--- src/rtl/mbssoc_int_sched.sv ---
// Two-core interrupt scheduler: edge-detected device requests are latched as pending,
// routed per core, offered with a valid/take handshake and held in service until EOI.
module mbssoc_int_sched #(
  parameter int NSRC  = 5,
  parameter int NUM_W = 3
) (
  input  logic             clk,
  input  logic             rst,
  input  logic [NSRC-1:0]  irq,
  output logic [NSRC-1:0]  irq_ack,
  input  logic             cfg_we,
  input  logic [1:0]       cfg_addr,
  input  logic [31:0]      cfg_wdata,
  output logic [31:0]      cfg_rdata,
  input  logic [1:0]       core_ready,
  output logic [1:0]       int_valid,
  output logic [NUM_W-1:0] int_num0,
  output logic [NUM_W-1:0] int_num1,
  input  logic [1:0]       int_take,
  input  logic [1:0]       int_eoi,
  output logic [1:0]       busy
);

  // Handshake: a core's offer is live while int_valid[c]=1; it completes on the cycle
  // int_take[c]=1 is sampled with int_valid[c]=1, and the number stays stable until then.
  typedef enum logic [1:0] {
    S_IDLE    = 2'd0,
    S_OFFER   = 2'd1,
    S_SERVICE = 2'd2
  } state_t;

  function automatic logic [NSRC-1:0] num_to_mask(input logic [NUM_W-1:0] num);
    logic [NSRC-1:0] m;
    m = '0;
    for (int i = 0; i < NSRC; i++) begin
      if (num == NUM_W'(i + 1)) m[i] = 1'b1;
    end
    return m;
  endfunction

  function automatic logic [NUM_W-1:0] lowest_num(input logic [NSRC-1:0] m);
    logic [NUM_W-1:0] n;
    n = '0;
    for (int i = NSRC - 1; i >= 0; i--) begin
      if (m[i]) n = NUM_W'(i + 1);
    end
    return n;
  endfunction

  logic [NSRC-1:0]  irq_q, rst_mask_q, pend_q, pend_d;
  logic [NSRC-1:0]  route0_q, route1_q, ack_q, ack_d, edge_v;
  logic             en_q, rr_q, rr_d, conflict;
  state_t           state_q [2];
  state_t           state_d [2];
  logic [NUM_W-1:0] num_q [2];
  logic [NUM_W-1:0] num_d [2];
  logic [NUM_W-1:0] win [2];
  logic [NUM_W-1:0] pick [2];
  logic [NSRC-1:0]  claim [2];
  logic [NSRC-1:0]  cand [2];
  logic             unused_wdata;

  assign unused_wdata = ^cfg_wdata[31:NSRC];

  // A source held (offered or in service) by one core is invisible to the other.
  always_comb begin
    for (int c = 0; c < 2; c++) begin
      claim[c] = (state_q[c] != S_IDLE) ? num_to_mask(num_q[c]) : '0;
    end
    cand[0] = pend_q & route0_q & ~claim[1];
    cand[1] = pend_q & route1_q & ~claim[0];
    for (int c = 0; c < 2; c++) begin
      win[c] = (state_q[c] == S_IDLE && en_q && core_ready[c]) ? lowest_num(cand[c]) : '0;
    end
    conflict = (win[0] != '0) && (win[0] == win[1]);
    pick[0]  = win[0];
    pick[1]  = win[1];
    rr_d     = rr_q;
    if (conflict) begin
      rr_d = ~rr_q;
      if (!rr_q) pick[1] = lowest_num(cand[1] & ~num_to_mask(win[0]));
      else       pick[0] = lowest_num(cand[0] & ~num_to_mask(win[1]));
    end
  end

  always_comb begin
    ack_d = '0;
    for (int c = 0; c < 2; c++) begin
      state_d[c] = state_q[c];
      num_d[c]   = num_q[c];
      case (state_q[c])
        S_IDLE: begin
          if (pick[c] != '0) begin
            state_d[c] = S_OFFER;
            num_d[c]   = pick[c];
          end
        end
        S_OFFER: begin
          // A take beats a simultaneous withdrawal.
          if (int_take[c]) begin
            state_d[c] = S_SERVICE;
            ack_d      = ack_d | num_to_mask(num_q[c]);
          end else if (!core_ready[c] || !en_q) begin
            state_d[c] = S_IDLE;
            num_d[c]   = '0;
          end
        end
        S_SERVICE: begin
          if (int_eoi[c]) begin
            state_d[c] = S_IDLE;
            num_d[c]   = '0;
          end
        end
        default: begin
          state_d[c] = S_IDLE;
          num_d[c]   = '0;
        end
      endcase
    end
    // rst_mask_q hides levels that were already high across reset release.
    edge_v = irq & ~irq_q & ~rst_mask_q;
    pend_d = (pend_q & ~ack_d) | edge_v;
  end

  always_ff @(posedge clk) begin
    if (rst) begin
      irq_q      <= '0;
      rst_mask_q <= irq;
      pend_q     <= '0;
      route0_q   <= '1;
      route1_q   <= '0;
      en_q       <= 1'b0;
      rr_q       <= 1'b0;
      ack_q      <= '0;
      for (int c = 0; c < 2; c++) begin
        state_q[c] <= S_IDLE;
        num_q[c]   <= '0;
      end
    end else begin
      irq_q      <= irq;
      rst_mask_q <= '0;
      pend_q     <= pend_d;
      rr_q       <= rr_d;
      ack_q      <= ack_d;
      for (int c = 0; c < 2; c++) begin
        state_q[c] <= state_d[c];
        num_q[c]   <= num_d[c];
      end
      if (cfg_we) begin
        case (cfg_addr)
          2'd0:    route0_q <= cfg_wdata[NSRC-1:0];
          2'd1:    route1_q <= cfg_wdata[NSRC-1:0];
          2'd2:    en_q     <= cfg_wdata[0];
          default: ;
        endcase
      end
    end
  end

  assign int_valid[0] = (state_q[0] == S_OFFER);
  assign int_valid[1] = (state_q[1] == S_OFFER);
  assign busy[0]      = (state_q[0] == S_SERVICE);
  assign busy[1]      = (state_q[1] == S_SERVICE);
  assign int_num0     = num_q[0];
  assign int_num1     = num_q[1];
  assign irq_ack      = ack_q;

  always_comb begin
    cfg_rdata = '0;
    case (cfg_addr)
      2'd0: cfg_rdata[NSRC-1:0] = route0_q;
      2'd1: cfg_rdata[NSRC-1:0] = route1_q;
      2'd2: cfg_rdata[0]        = en_q;
      default: begin
        cfg_rdata[NSRC-1:0] = pend_q;
        cfg_rdata[17:16]    = busy;
        cfg_rdata[25:24]    = int_valid;
      end
    endcase
  end

endmodule

--- config.mk ---
export PLATFORM = sky130hd
export DESIGN_NAME = mbssoc_int_sched
export DESIGN_NICKNAME = d
export VERILOG_FILES = /design/src/rtl/mbssoc_int_sched.sv
export SDC_FILE = /design/constraint.sdc
export NUM_CORES = 1
export LEC_CHECK = 0
export ABC_AREA = 1
export BUFFER_PORTS_ARGS = -buffer_cell sky130_fd_sc_hd__buf_2
export CAP_MARGIN = 10
export CELL_PAD_IN_SITES_DETAIL_PLACEMENT = 0
export CELL_PAD_IN_SITES_GLOBAL_PLACEMENT = 1
export CORE_UTILIZATION = 37
export DETAILED_ROUTE_END_ITERATION = 10
export PLACE_DENSITY = 0.91
export SLEW_MARGIN = 5
export SYNTH_ARGS = -nofsm -noshare
export SYNTH_HDL_FRONTEND = slang
export SYNTH_SLANG_ARGS = --single-unit
--- constraint.sdc ---
create_clock -name clk -period 5 [get_ports clk]
set_input_delay 0 -clock clk [delete_from_list [all_inputs] [get_ports clk]]
set_output_delay 0 -clock clk [all_outputs]
set_load 0.05 [all_outputs]
After elaboration in Yosys (flattened, before gate mapping)
Memories as Yosys holds them, arrays and structs flattened.
Index checks and enable logic that the tools add are counted.
{"block": "totals", "wordCells": 194, "in_bits": 48, "output_inout_bits": 47, "mem_count": 2, "latch_bits": 0, "mem_bits_rw": 10, "ff_bits": 32, "romBits": 0}
{"block": "classes", "eq_ne": 27, "n_mux": 112, "add_sub_neg": 0, "mul": 0, "div_mod_pow": 0, "n_bitwise": 23, "reduce_logical": 22, "magnitude_cmp": 0, "shift": 0}
{"memory": "num_q", "depth": 2, "width": 3, "read_ports": 2, "rd_ports_with_merged_regs": 0, "wr": 2, "line_no": "55", "source": "logic [NUM_W-1:0] num_q [2];"}
{"memory": "state_q", "depth": 2, "width": 2, "read_ports": 2, "rd_ports_with_merged_regs": 0, "wr": 2, "line_no": "53", "source": "state_t state_q [2];"}
{"operator": "$mux 3", "n": 34}
{"operator": "$mux 1", "n": 53}
{"operator": "$and 5x5->5", "n": 9}
{"operator": "$not 5->5", "n": 7}
{"operator": "$mux 5", "n": 6}
{"operator": "$eq 3x2->1 const B", "n": 8}
{"operator": "$eq 3x3->1 const B", "n": 8}
{"operator": "$mux 2", "n": 12}
{"operator": "$pmux 3 s3", "n": 2}
{"operator": "$eq 3x1->1 const B", "n": 4}
{"operator": "$pmux 2 s3", "n": 2}
{"operator": "$pmux 4 s3", "n": 1}
{"operator": "$or 5x5->5", "n": 2}
{"operator": "$reduce_bool 3->1", "n": 3}
{"operator": "$eq 2x1->1 const B", "n": 3}
{"operator": "$eq 2x2->1 const B", "n": 3}
{"operator": "$logic_not 2->1", "n": 3}
{"operator": "$mux 6", "n": 1}
{"operator": "$reduce_and 2->1", "n": 3}
{"operator": "$logic_and 1x1->1", "n": 5}
{"operator": "$or 1x1->1", "n": 4}
{"operator": "$reduce_bool 2->1", "n": 2}
{"operator": "$eq 3x3->1", "n": 1}
{"operator": "$logic_not 1->1", "n": 3}
{"operator": "other kinds (4)", "n": 5}

Depth between registers and ports, before layout
Gate-level depths: netlist of the first run.
An unclocked memory read counts as a cell.
{"block": "depth", "depth_word": 29, "ltp_mapped": 21}

Least setup slack after synthesis of the first run
Ideal clock, no wire load.
{"block": "synth_path", "path_kind": "register to register", "from": "mem num_q[0][1]", "to": "mem num_q[0][2]", "t_arrival_ns": 2.320, "setup_ns": 0.110, "path_slack_ns": 2.570, "stages_incl_launch_ff": 20, "path_cell_list": "dfxtp_1 > inv_1 > nand3_1 > nor2_1 > o21ai_2 > nand2_2 > nor2_4 > nor2_2 > nor2_2 > nand2_1 > nor2_4 > nand2_1 > nand2_1 > nand2_2 > nor2_4 > nand3_4 > nand3_2 > nand2_1 > inv_1 > nor2_2"}
{"item": "start: declaration", "line_no": "55"}

==> flow_summary.toml, run 1 <==
[sta]
post-route-min-period_ns = 2.44
relSlewSlack_pct = 54.6
worst_slew_pin_slew_ns = 0.679
setup_violations = 0
grt_setup_unrepaired = "false"
slew_viol_final = 0
final.period_utilization_pct = 48.8
tns_ns = 0
fmax_mhz = 410
skew_ns = 0.00461
finalHoldViolCount = 0

[finish]
fin_cells = 597
mostFrequentLayoutCells = "nand2_1, inv_1, buf_2"
areaGrowthSynthToFinish_pct = 15.6
fin_nets = 545
antenna-diode-count = 0
post_route_cells_drive_above_1_share_pct = 21.9
layout_commonest_cell = "nand2_1"

[floorplanning]
fp.coreArea_um2 = 7290
num_rows = 31
fp.dieH_um = 89.0
boundaryPins = 95
die-area_um2 = 7930
initial_core_util_pct = 38.4
die_x_um = 89.0

[critical_path]
required_ns = 5.21
cp_max_fo = 8
critical_path_class = "flip-flop to flip-flop"
cp-end-kind = "flip-flop"
reg2reg_setup_slack_ns = 2.56
worstPathArrival_ns = 2.65
cp-start-kind = "flip-flop"

[placed_design]
gp_congestion = 0.900
io_buffers = 44
dp_hpwl_um = 5380
placed_cells = 578

[clock_tree]
cts.sinks = 42
cts_max_level = 2
clkSlewWorstSetupHoldPaths_ns = 0.09
clockBufferDepth = 2
root_buffer = "clkbuf_8"
cts_buffers = 5
clock_latency_ns = 0.31
cts_setup_buffers = 0
cts_tree = "yes"

[power]
ir_drop_uv = 238
leakagePower_nw = 1.69
power.density_cell_area_nw_per_um2 = 265

[worst_hold_path]
hold_class = "primary input to flip-flop"

[synthesis]
netlist_area_um2 = 2800
yosysWarnings = 0
synth_area_per_cell_um2 = 6.34
synth-seq-cells = 42
syn_inst = 442
ys_types = 32
ys_seq_area_share_pct = 30.0

[detailed_routing]
drc = 0
drtAntennaViolNets = 0
wire_per_inst_um = 11.2
drt_iter0_drc = 89
avgViaCountPerCell = 4.57
wl_um = 6690
firstDrtPassIters = 4
vias = 2729

[global_route]
grt_max_degree = 31
gr-usage-all-layers_pct = 18.1
grt_pass1_vias = 2463
antenna_found_initial = 0
grt-ovfl-total = 0
grt_pass1_wl_um = 11100

[job]
drv_cap = 0

[run_status]
outcome = "finished clean"
[synthesized netlist by cell type (all sizes together)]
| library cell | number | area (um2) |
|---|---|---|
| buf | 24 | 176 |
| a31oi | 4 | 25.0 |
| clkinv | 2 | 7.51 |
| clkbuf | 5 | 18.8 |
| a21boi | 1 | 7.51 |
| dfxtp | 42 | 841 |
| nor3 | 3 | 15.0 |
| o21bai | 1 | 7.51 |
| o2111ai | 1 | 8.76 |
| nor2 | 52 | 265 |
| conb | 1 | 3.75 |
| o21a | 1 | 7.51 |
| nand2 | 149 | 627 |
| or3 | 5 | 31.3 |
| o21ai | 6 | 37.5 |
| inv | 66 | 248 |
| nand4 | 12 | 75.1 |
| nor4 | 3 | 18.8 |
| nand3 | 43 | 265 |
| a41oi | 1 | 8.76 |
| a32oi | 1 | 8.76 |
| a21oi | 19 | 98.9 |
[flip-flops by register name, summed over array words and instances, names as in the netlist]
register / flops
en_q: 1
route1_q: 5
route0_q: 5
pend_q: 5
irq_q: 5
irq_ack: 5
state_q: 4
rst_mask_q: 5
rr_q: 1
num_q: 6
[timing repair]
action,4_1_cts,5_1_grt
hold buffers,11,0
resized for setup,0,0
endpoints found under the hold margin,21,0
[power by group]
| group | total, mW | internal, mW | leakage (nW) | switching [mW] |
|---|---|---|---|---|
| sequential | 0.379 | 0.354 | 0.344 | 0.0248 |
| clock | 0.242 | 0.104 | 0.0467 | 0.138 |
| combinational | 0.237 | 0.0619 | 1.30 | 0.175 |
[metal layers]
metal	track usage [%]	share of wire (%)	wire (um)
met1	21.8	44	2960
met2	32.7	50	3340
met4	7.07	2.7	179
met5	0	0	0
met3	2.49	3.0	203
[final timing paths]
kind	end	from	depth (start not counted)
worst min-delay path	en_q	cfg_addr[1]	3
worst min register to register	route1_q[4]	route1_q[4]	2
worst max-delay path	num_q[0][0]	num_q[0][1]	17
worst max register to register	num_q[0][0]	num_q[0][1]	17
[per-stage QoR]
step	worst slack (ns)	power, mW	utilization (%)	instance area (um2)	hold WS [ns]
final	2.56	0.857	44.4	3240	0.0254
after global routing	2.23	0.901	44.4	3240	0.0403
after CTS	2.56	0.862	44.4	3240	0.0208
after detailed placement	2.59	0.616	41.6	3030	0.196
after global placement	2.62	0.613	41.6	3030	0.189
after floorplan	2.57	0.582	-	2890	0.0935
[cells by family (layout without fill, tap and decap cells)]
logic type | Yosys count | in the layout | synth area share [%]
and+or+nand+nor | 267 | 267 | 46.3
buffers and inverters | 97 | 131 | 16.1
DFF | 42 | 42 | 30.0
AOI/OAI and AO/OA | 35 | 35 | 7.50
other | 1 | 23 | 0.134
[worst max-delay path, cell delays in order (launching register included)]
cell     delay, ns
dfxtp_1       0.51
inv_1         0.12
nand3_1       0.11
nor2_1        0.08
o21ai_2       0.18
nand2_2       0.09
nor2_4        0.16
nor2_2        0.05
nor2_2        0.10
nand2_1       0.10
nor2_4        0.14
nand3_2       0.12
o21ai_2       0.22
nand3_4       0.12
nand3_2       0.09
nand2_1       0.07
inv_2         0.05
nor2_2        0.03
[cell type report]
class,instances,area [um2]
timing repair buffer,55,330
clock inverter,3,27.5
multi-input combinational,325,1590
inverter,68,255
sequential,42,841
fill,798,4050
clock buffer,5,68.8
tap,99,124
Power figures use the tool's default switching activity.
==> run 2: changes to the inputs <==
ABC_AREA = 0   (was 1)
CORE_UTILIZATION = 36   (was 37)
PLACE_DENSITY = 0.84   (was 0.91)
clock period = 2.3 ns   (was 5 ns; I/O delays follow)
==> run 2 against run 1 <==
Effect of this change:
- sequential share of layout area is 4.6 points lower
- largest cell class unchanged
- final cell count is 4.9% lower
- worst hold slack worse by 0.030 ns
- the run now ends with negative hold slack, negative setup slack left
==> flow_summary.toml, run 2 <==
[detailed_routing]
drt-met1-wl_um = 3970
met3WireLength_um = 387
drc = 0
wire_per_inst_um = 14.6
maxUsedRoutingLayer = "met4"
avgViaCountPerCell = 5.13
firstDrtPassIters = 5
wl_um = 8300
wl_met2_um = 3790
drt_iter0_drc = 215
vias = 2911
drtAntennaViolNets = 0

[critical_path]
worstPathArrival_ns = 2.79
crit_chain = "and2b_2 -> buf_6 -> a211oi_4 -> o31ai_4 -> a21o_4 -> mux2_4 -> a211oi_4 -> mux2i_2 -> nand4_1 -> a31oi_1"
worst_path_max_delay_cell = "dfxtp_4"
cpMostUsedCell = "a211oi_4"
cp-start-kind = "flip-flop"
required_ns = 2.51
crit_buf_inv = 1
cp_max_fo = 5
crit_family = "compound AO/OA/AOI/OAI gates"
cpPeakStageDelay_ns = 0.37
cp-end-kind = "flip-flop"
critical_path_class = "flip-flop to flip-flop"

[sta]
setup_slack_ns = -0.278
skew_ns = 0.00423
final.period_utilization_pct = 112
finalHoldViolCount = 1
worst_slew_pin_slew_ns = 0.735
relSlewSlack_pct = 51.0
grt_setup_unrepaired = "true"
slew_viol_final = 0
fmax_mhz = 388
hold_slack_ns = -0.00507
post-route-min-period_ns = 2.58
setup_violations = 8

[power]
power.density_cell_area_nw_per_um2 = 427
finalPower_mw = 1.73
leakagePower_nw = 1.83
ir_drop_uv = 342

[synthesis]
netlist_area_um2 = 2750
synthXorXnorAreaFrac_pct = 0.956
synth_area_per_cell_um2 = 8.46
synthAdderAreaFrac_pct = 0
synth_top_family_by_area = "simple AND/OR/NAND/NOR gates"
ys_types = 66
synth_compound_area_share_pct = 25.9
muxShareOfSynthArea_pct = 6.87
yosys-top-cells-count = "nor2_1, dfxtp_1, buf_4"
yosysWarnings = 0
syn_inst = 325
ys_seq_area_share_pct = 30.6
yosysMostFrequentCell = "nor2_1"
ys_async_sr_fraction_pct = 0
synth_edf_count = 0
synth.area.top_cells = "dfxtp_1, nor2_1, buf_4, mux2i_1, nor2b_1"
synth_top_area_cell = "dfxtp_1"
yosys.area_share.simple_pct = 26.2
synth-seq-cells = 42
synth_top_area_share_pct = 30.6
ys.flop_type = "dfxtp_1"

[clock_tree]
root_buffer = "clkbuf_8"
cts_buffers = 5
clockBufferDepth = 2
cts_tree = "yes"
clkSlewWorstSetupHoldPaths_ns = 0.08
cts_max_level = 2
clock_latency_ns = 0.29
cts.sinks = 42

[finish]
seqCellArea_um2 = 865
post_route_cells_drive_above_1_share_pct = 42.9
areaGrowthSynthToFinish_pct = 47.7
fin_nets = 516
multiInputGateArea_um2 = 1900
fillers = 702
layout_commonest_cell = "buf_4"
final_util_pct = 55.4
largest_register_ffs = 6
antenna-diode-count = 0
largest_register = "num_q"
mostFrequentLayoutCells = "buf_4, nor2_1, buf_2"

[floorplanning]
num_rows = 31
fp.coreArea_um2 = 7330
initial_core_util_pct = 37.5
die-area_um2 = 7990
boundaryPins = 95
fp.dieH_um = 89.4
die_x_um = 89.4

[global_route]
grt-ovfl-total = 0
grt_pass1_wl_um = 13200
gr-usage-all-layers_pct = 21.4
grt_max_degree = 43
grt_pass1_vias = 2664
antenna_found_initial = 0

[placed_design]
place_worst_setup_slack_ns = -0.430
gp_congestion = 0.890
dp_hpwl_um = 6300
io_buffers = 44

[worst_hold_path]
hold_class = "primary input to flip-flop"

[run_status]
outcome = "finished, violations left"
violations = "negative hold slack, negative setup slack"

[job]
drv_cap = 0
## run 2: routing by layer
layer	up-vias	track usage [%]
met5	-	0
met3	16	2.95
met2	99	33.9
met1	1377	29.7
met4	0	7.50
li1	1419	-
## run 2: cells by family after synthesis
logic type / after synthesis
AND/OR/NAND/NOR: 133
AO/OA/AOI/OAI: 88
flip-flops: 42
buffers and inverters: 41
multiplexers: 17
XOR/XNOR: 3
other: 1
## run 2: timing repair
action                     CTS  global route
gates resized for setup     16            13
hold endpoints to repair    26             0
hold buffers                11             0
pin swaps                    5             9
setup endpoints to repair    9             9
buffers inserted             4             3
cloned                       0             1
## run 2: final timing paths
path,startpoint,cells past startpoint,to,slack (ns)
worst max-delay path,num_q[0][1],10,num_q[0][4],-0.28
worst max register to register,num_q[0][1],10,num_q[0][4],-0.28
worst min-delay path,int_eoi[1],3,state_q[0][3],-0.005
worst min register to register,route1_q[3],2,route1_q[3],0.55
## run 2: final cells by class
cell class	instances	share of cell area, %
Clock buffer	7	2.40
Timing Repair Buffer	147	25.7
Clock inverter	1	0.154
Inverter	7	0.647
Tap cell	99	3.05
Multi-Input combinational cell	265	46.7
Sequential cell	42	21.3
## run 2: per-stage QoR
step / cells / hold slack [ns] / cell area, um2 / setup TNS (ns)
CTS: 564 / 0.00107 / 3980 / -2.12
global placement: 541 / 0.223 / 3660 / -2.34
floorplan: 347 / 0.0716 / 2910 / -1.29
detailed placement: 541 / 0.229 / 3660 / -3.12
finish: 568 / -0.00507 / 4060 / -2.04
global route: 568 / 0.0263 / 4060 / -3.13
## run 2: power by group
| group | internal (mW) | switching [mW] | total (mW) | leakage, nW |
|---|---|---|---|---|
| Combinational | 0.160 | 0.264 | 0.424 | 1.43 |
| Clock | 0.281 | 0.263 | 0.545 | 0.0539 |
| Sequential | 0.746 | 0.0169 | 0.763 | 0.349 |
| Total | 1.19 | 0.544 | 1.73 | 1.83 |
## run 2: worst reg2reg max path, stage by stage, from the launching register on
cell      delay (ns)
dfxtp_4         0.37
and2b_2         0.24
buf_6           0.12
a211oi_4        0.26
o31ai_4         0.09
a21o_4          0.25
mux2_4          0.33
a211oi_4        0.25
mux2i_2         0.32
nand4_1         0.11
a31oi_1         0.16
